===== src/rtl/uart_recv.sv =====
// UART 8N1 receiver: 2-FF synchronized line, mid-bit sampling, one-cycle valid/frame_err pulses.
// Optional macro RX_MAJORITY_EN: each sample is the majority of the last three synchronized values.
module uart_recv #(
    parameter int CLKS_PER_BIT = 10416
) (
    input  logic       clk,
    input  logic       rst,
    input  logic       din,
    output logic [7:0] data,
    output logic       valid,
    output logic       frame_err
);
    localparam int CW = $clog2(CLKS_PER_BIT);
    localparam int HALF = CLKS_PER_BIT / 2;
    localparam logic [CW-1:0] HALF_M1 = CW'(HALF - 1);
    localparam logic [CW-1:0] LAST = CW'(CLKS_PER_BIT - 1);

    typedef enum logic [2:0] {IDLE, START, DATA, STOP, BRK} state_t;

    state_t state, state_n;
    logic [CW-1:0] cnt, cnt_n;
    logic [2:0] idx, idx_n;
    logic [7:0] shreg, shreg_n;
    logic [7:0] data_n;
    logic valid_n, frame_err_n;
    logic sync1, rx_s;
    logic samp;

    // Synchronizer flops reset to the idle (high) line level.
    always_ff @(posedge clk or posedge rst) begin
        if (rst) begin
            sync1 <= 1'b1;
            rx_s  <= 1'b1;
        end else begin
            sync1 <= din;
            rx_s  <= sync1;
        end
    end

`ifdef RX_MAJORITY_EN
    logic [1:0] hist;

    always_ff @(posedge clk or posedge rst) begin
        if (rst) hist <= 2'b11;
        else     hist <= {hist[0], rx_s};
    end

    assign samp = (hist[1] & hist[0]) | (hist[1] & rx_s) | (hist[0] & rx_s);
`else
    assign samp = rx_s;
`endif

    always_ff @(posedge clk or posedge rst) begin
        if (rst) begin
            state     <= IDLE;
            cnt       <= '0;
            idx       <= '0;
            shreg     <= '0;
            data      <= '0;
            valid     <= 1'b0;
            frame_err <= 1'b0;
        end else begin
            state     <= state_n;
            cnt       <= cnt_n;
            idx       <= idx_n;
            shreg     <= shreg_n;
            data      <= data_n;
            valid     <= valid_n;
            frame_err <= frame_err_n;
        end
    end

    always_comb begin
        state_n     = state;
        cnt_n       = cnt;
        idx_n       = idx;
        shreg_n     = shreg;
        data_n      = data;
        valid_n     = 1'b0;
        frame_err_n = 1'b0;
        case (state)
            IDLE: begin
                cnt_n = '0;
                if (!rx_s) state_n = START;
            end
            START: begin
                if (cnt == HALF_M1) begin
                    cnt_n = '0;
                    idx_n = '0;
                    state_n = samp ? IDLE : DATA;
                end else begin
                    cnt_n = cnt + 1'b1;
                end
            end
            DATA: begin
                if (cnt == LAST) begin
                    cnt_n   = '0;
                    shreg_n = {samp, shreg[7:1]};
                    idx_n   = idx + 1'b1;
                    if (idx == 3'd7) state_n = STOP;
                end else begin
                    cnt_n = cnt + 1'b1;
                end
            end
            STOP: begin
                if (cnt == LAST) begin
                    cnt_n = '0;
                    if (samp) begin
                        data_n  = shreg;
                        valid_n = 1'b1;
                        state_n = IDLE;
                    end else begin
                        frame_err_n = 1'b1;
                        state_n     = BRK;
                    end
                end else begin
                    cnt_n = cnt + 1'b1;
                end
            end
            BRK: begin
                // A line held low after a bad stop bit must not look like a new start bit.
                cnt_n = '0;
                if (rx_s) state_n = IDLE;
            end
            default: state_n = IDLE;
        endcase
    end
endmodule


===== config.mk =====
export PLATFORM = sky130hd
export DESIGN_NAME = uart_recv
export DESIGN_NICKNAME = d
export VERILOG_FILES = /design/src/rtl/uart_recv.sv
export SDC_FILE = /design/constraint.sdc
export NUM_CORES = 1
export LEC_CHECK = 0
export CAP_MARGIN = 25
export CORE_ASPECT_RATIO = 1.75
export CORE_UTILIZATION = 39
export DETAILED_ROUTE_END_ITERATION = 8
export GPL_ROUTABILITY_DRIVEN = 0
export HOLD_SLACK_MARGIN = 0.08
export PLACE_DENSITY = 0.65
export SLEW_MARGIN = 5
export SYNTH_ARGS = -nofsm -noshare
export SYNTH_HDL_FRONTEND = slang
export SYNTH_SLANG_ARGS = --single-unit

===== constraint.sdc =====
create_clock -name clk -period 2.13 [get_ports clk]
set_clock_uncertainty 0.1 [all_clocks]
set_input_delay 0.3195 -clock clk [delete_from_list [all_inputs] [get_ports clk]]
set_output_delay 0.3195 -clock clk [all_outputs]
set_load 0.01 [all_outputs]

==> results.ini <==
[layout]
seq_area_um2=1000
antennaDiodeCount=0
final_layout_size_suffix_gt1_share_pct=14.0
fin_nets=199
fill_cells=436
multi_input_area_um2=841
layout_common_cells=38 x dfrtp_1, 16 x mux2_1, 12 x clkdlybuf4s50_1, 12 x buf_4
final_common_cell=dfrtp_1
stdcell_count=245
syn2layout_area_growth_pct=17.5

[drt]
vias_per_cell=5.59
wl_per_cell_um=14.7
vias=1369
dr.first_iter.drc_count=44
ant_nets=0
drc=0
drt_first_pass_iters=4
routed_wl_um=3590

[logic_synthesis]
ys.flop_type=dfrtp_1
yosysWarningCount=0
syn_area_per_cell_um2=11.3
syn_inst=168
ys_seq_elements=40
synth_edf_count=0
async_reset_ff_share_pct=100
syn-cell-area_um2=1900
yosys.cell_types.count=43
synth_fp_nets=174
seq_area_frac_synth_pct=52.8

[hold_path]
hold_path.class=flop to flop

[clock_tree]
cts_buffer_depth=2
cts-hold-fix-buffers=0
clkSlewWorstSetupHoldPaths_ns=0.07
clkLatencyLatePin_ns=0.29
cts_tree=done
cts_buffers=5
clkSinkCount=40
cts_root_buf=clkbuf_8
cts_htree_levels=2

[timing]
period_needed_ns=2.01
grt_setup_unrepaired=false
hold_ws_ns=0.257
setup_violations=0
setup_tns_ns=0
fin_crit_sh_pct=94.4
worst_slack_ns=0.119
tightest_slew_ns=0.493
slew_headroom_pct=67.1
max_freq_mhz=497
slew_violations=0
hold_viol=0

[setup_path]
cp.arrival_ns=2.12
cpPeakStageDelay_ns=0.53
critPathCaptureType=flop
critPathKind=flop to flop
cp_cell_sequence=nand4_2, or3_1, or4b_1, a21oi_1
cp-start-kind=flop
crit_path_max_fanout=8
cp.required_ns=2.24
cpMaxStageDelayCell=or4b_1

[global_route]
antenna_found_initial=0
overflow=0
grt_max_degree=41
grtUsageTotal_pct=16.4
grt_pass1_vias=1426
grt_pass1_wl_um=6110

[die]
core_um2=4670
dieHeight_um=94.3
start_util_pct=40.7
ios=13
rows=33
die_area_um2=5160
die-width_um=54.8

[power_and_ir_drop]
p_leak_uw=0.00100
vdd_drop_max_uv=338
power-per-cell-area_nw_per_um2=560

[outcome]
status=completed

[place]
placedCellCount=238
port_buffers=12
pre_cts_ws_ns=0.0758
dp.final_hpwl_um=2670

[run]
cap_violations=0

registers in the layout (all words and copies together), names as in the netlist:
signal,flops
state,3
valid,1
sync1,1
cnt,14
idx,3
frame_err,1
data,8
rx_s,1
shreg,8
synthesized netlist by cell type (2+ instances only):
library cell | number | share of area, %
dfrtp_1 | 38 | 50
mux2_1 | 16 | 9.5
nand2_1 | 10 | 2.0
a21oi_1 | 9 | 2.4
inv_1 | 9 | 1.8
nor2_1 | 9 | 1.8
nand3_1 | 6 | 1.6
o31ai_1 | 5 | 2.0
buf_2 | 4 | 1.1
nand4_1 | 4 | 1.3
nor3_1 | 4 | 1.1
or4_1 | 4 | 1.6
ha_1 | 3 | 2.0
mux2i_1 | 3 | 1.6
nand2b_1 | 3 | 0.99
o21ai_1 | 3 | 0.79
or3_1 | 3 | 0.99
xnor2_1 | 3 | 1.4
xor2_1 | 3 | 1.4
a22oi_1 | 2 | 0.79
clkbuf_1 | 2 | 0.40
dfstp_2 | 2 | 2.8
nor2b_1 | 2 | 0.66
o22ai_1 | 2 | 0.66
critical path: cells and delay by family, from the launching register on:
kind             cells  cell delay (ns)
AO/OA/AOI/OAI        1             0.16
flip-flops           1             0.47
AND/OR/NAND/NOR      3             1.20
routing by layer:
metal  share of wire [%]  track usage, %  vias up  wire length [µm]
met2                  56            28.2       26              2000
li1                    -               -      658                 -
met3                 2.6            4.37        9                95
met4                 2.3            8.33        0                82
met1                  39            17.2      676              1420
met5                   0               0        -                 0
report_power, final:
group / switching (µW) / internal, µW / leakage [µW] / total, µW
Clock: 242 / 222 / 0.0000410 / 465
Combinational: 14.5 / 4.57 / 0.000425 / 19.0
Sequential: 2.09 / 763 / 0.000537 / 765
Total: 259 / 990 / 0.00100 / 1250
logic make-up (layout without fill, tap and decap cells):
logic type | count (synthesis) | in the layout | synth area share [%]
fa+ha+maj | 3 | 3 | 1.98
xor+xnor | 6 | 6 | 2.77
simple gates | 57 | 57 | 18.4
flops | 40 | 40 | 52.8
mux | 20 | 20 | 11.7
compound gates | 27 | 27 | 9.16
buf+inv | 15 | 40 | 3.23
what timing repair did:
item,CTS,global route
endpoints found under the setup margin,0,9
resized for setup,0,2
setup buffers,0,0
final timing paths:
check / cells after the start / start / endpoint / slack [ns]
max reg2reg: 4 / cnt[5] / cnt[13] / 0.12
min reg2reg: 0 / sync1 / rx_s / 0.26
max in group asynchronous: 3 / rst / sync1 / 1.23
max: 4 / cnt[5] / cnt[13] / 0.12
min: 0 / sync1 / rx_s / 0.26
min in group asynchronous: 3 / rst / shreg[5] / 0.35
cell type report:
class / count / share of cell area, %
clock buffers: 6 / 3.25
clock inverters: 1 / 0.224
inverters: 9 / 1.51
multi-input cells: 113 / 37.7
flip-flops and latches: 40 / 45.0
well taps: 52 / 2.92
repair buffers: 24 / 9.42
stage by stage:
step                total power (µW)  util (%)  cell area [µm²]
floorplan                        790         -             1900
global placement                 799      46.0             2150
detailed placement               800      46.0             2150
CTS                             1270      47.7             2220
global route                    1300      47.8             2230
finish                          1250      47.8             2230
No activity file was read; power rests on OpenSTA's default activity.
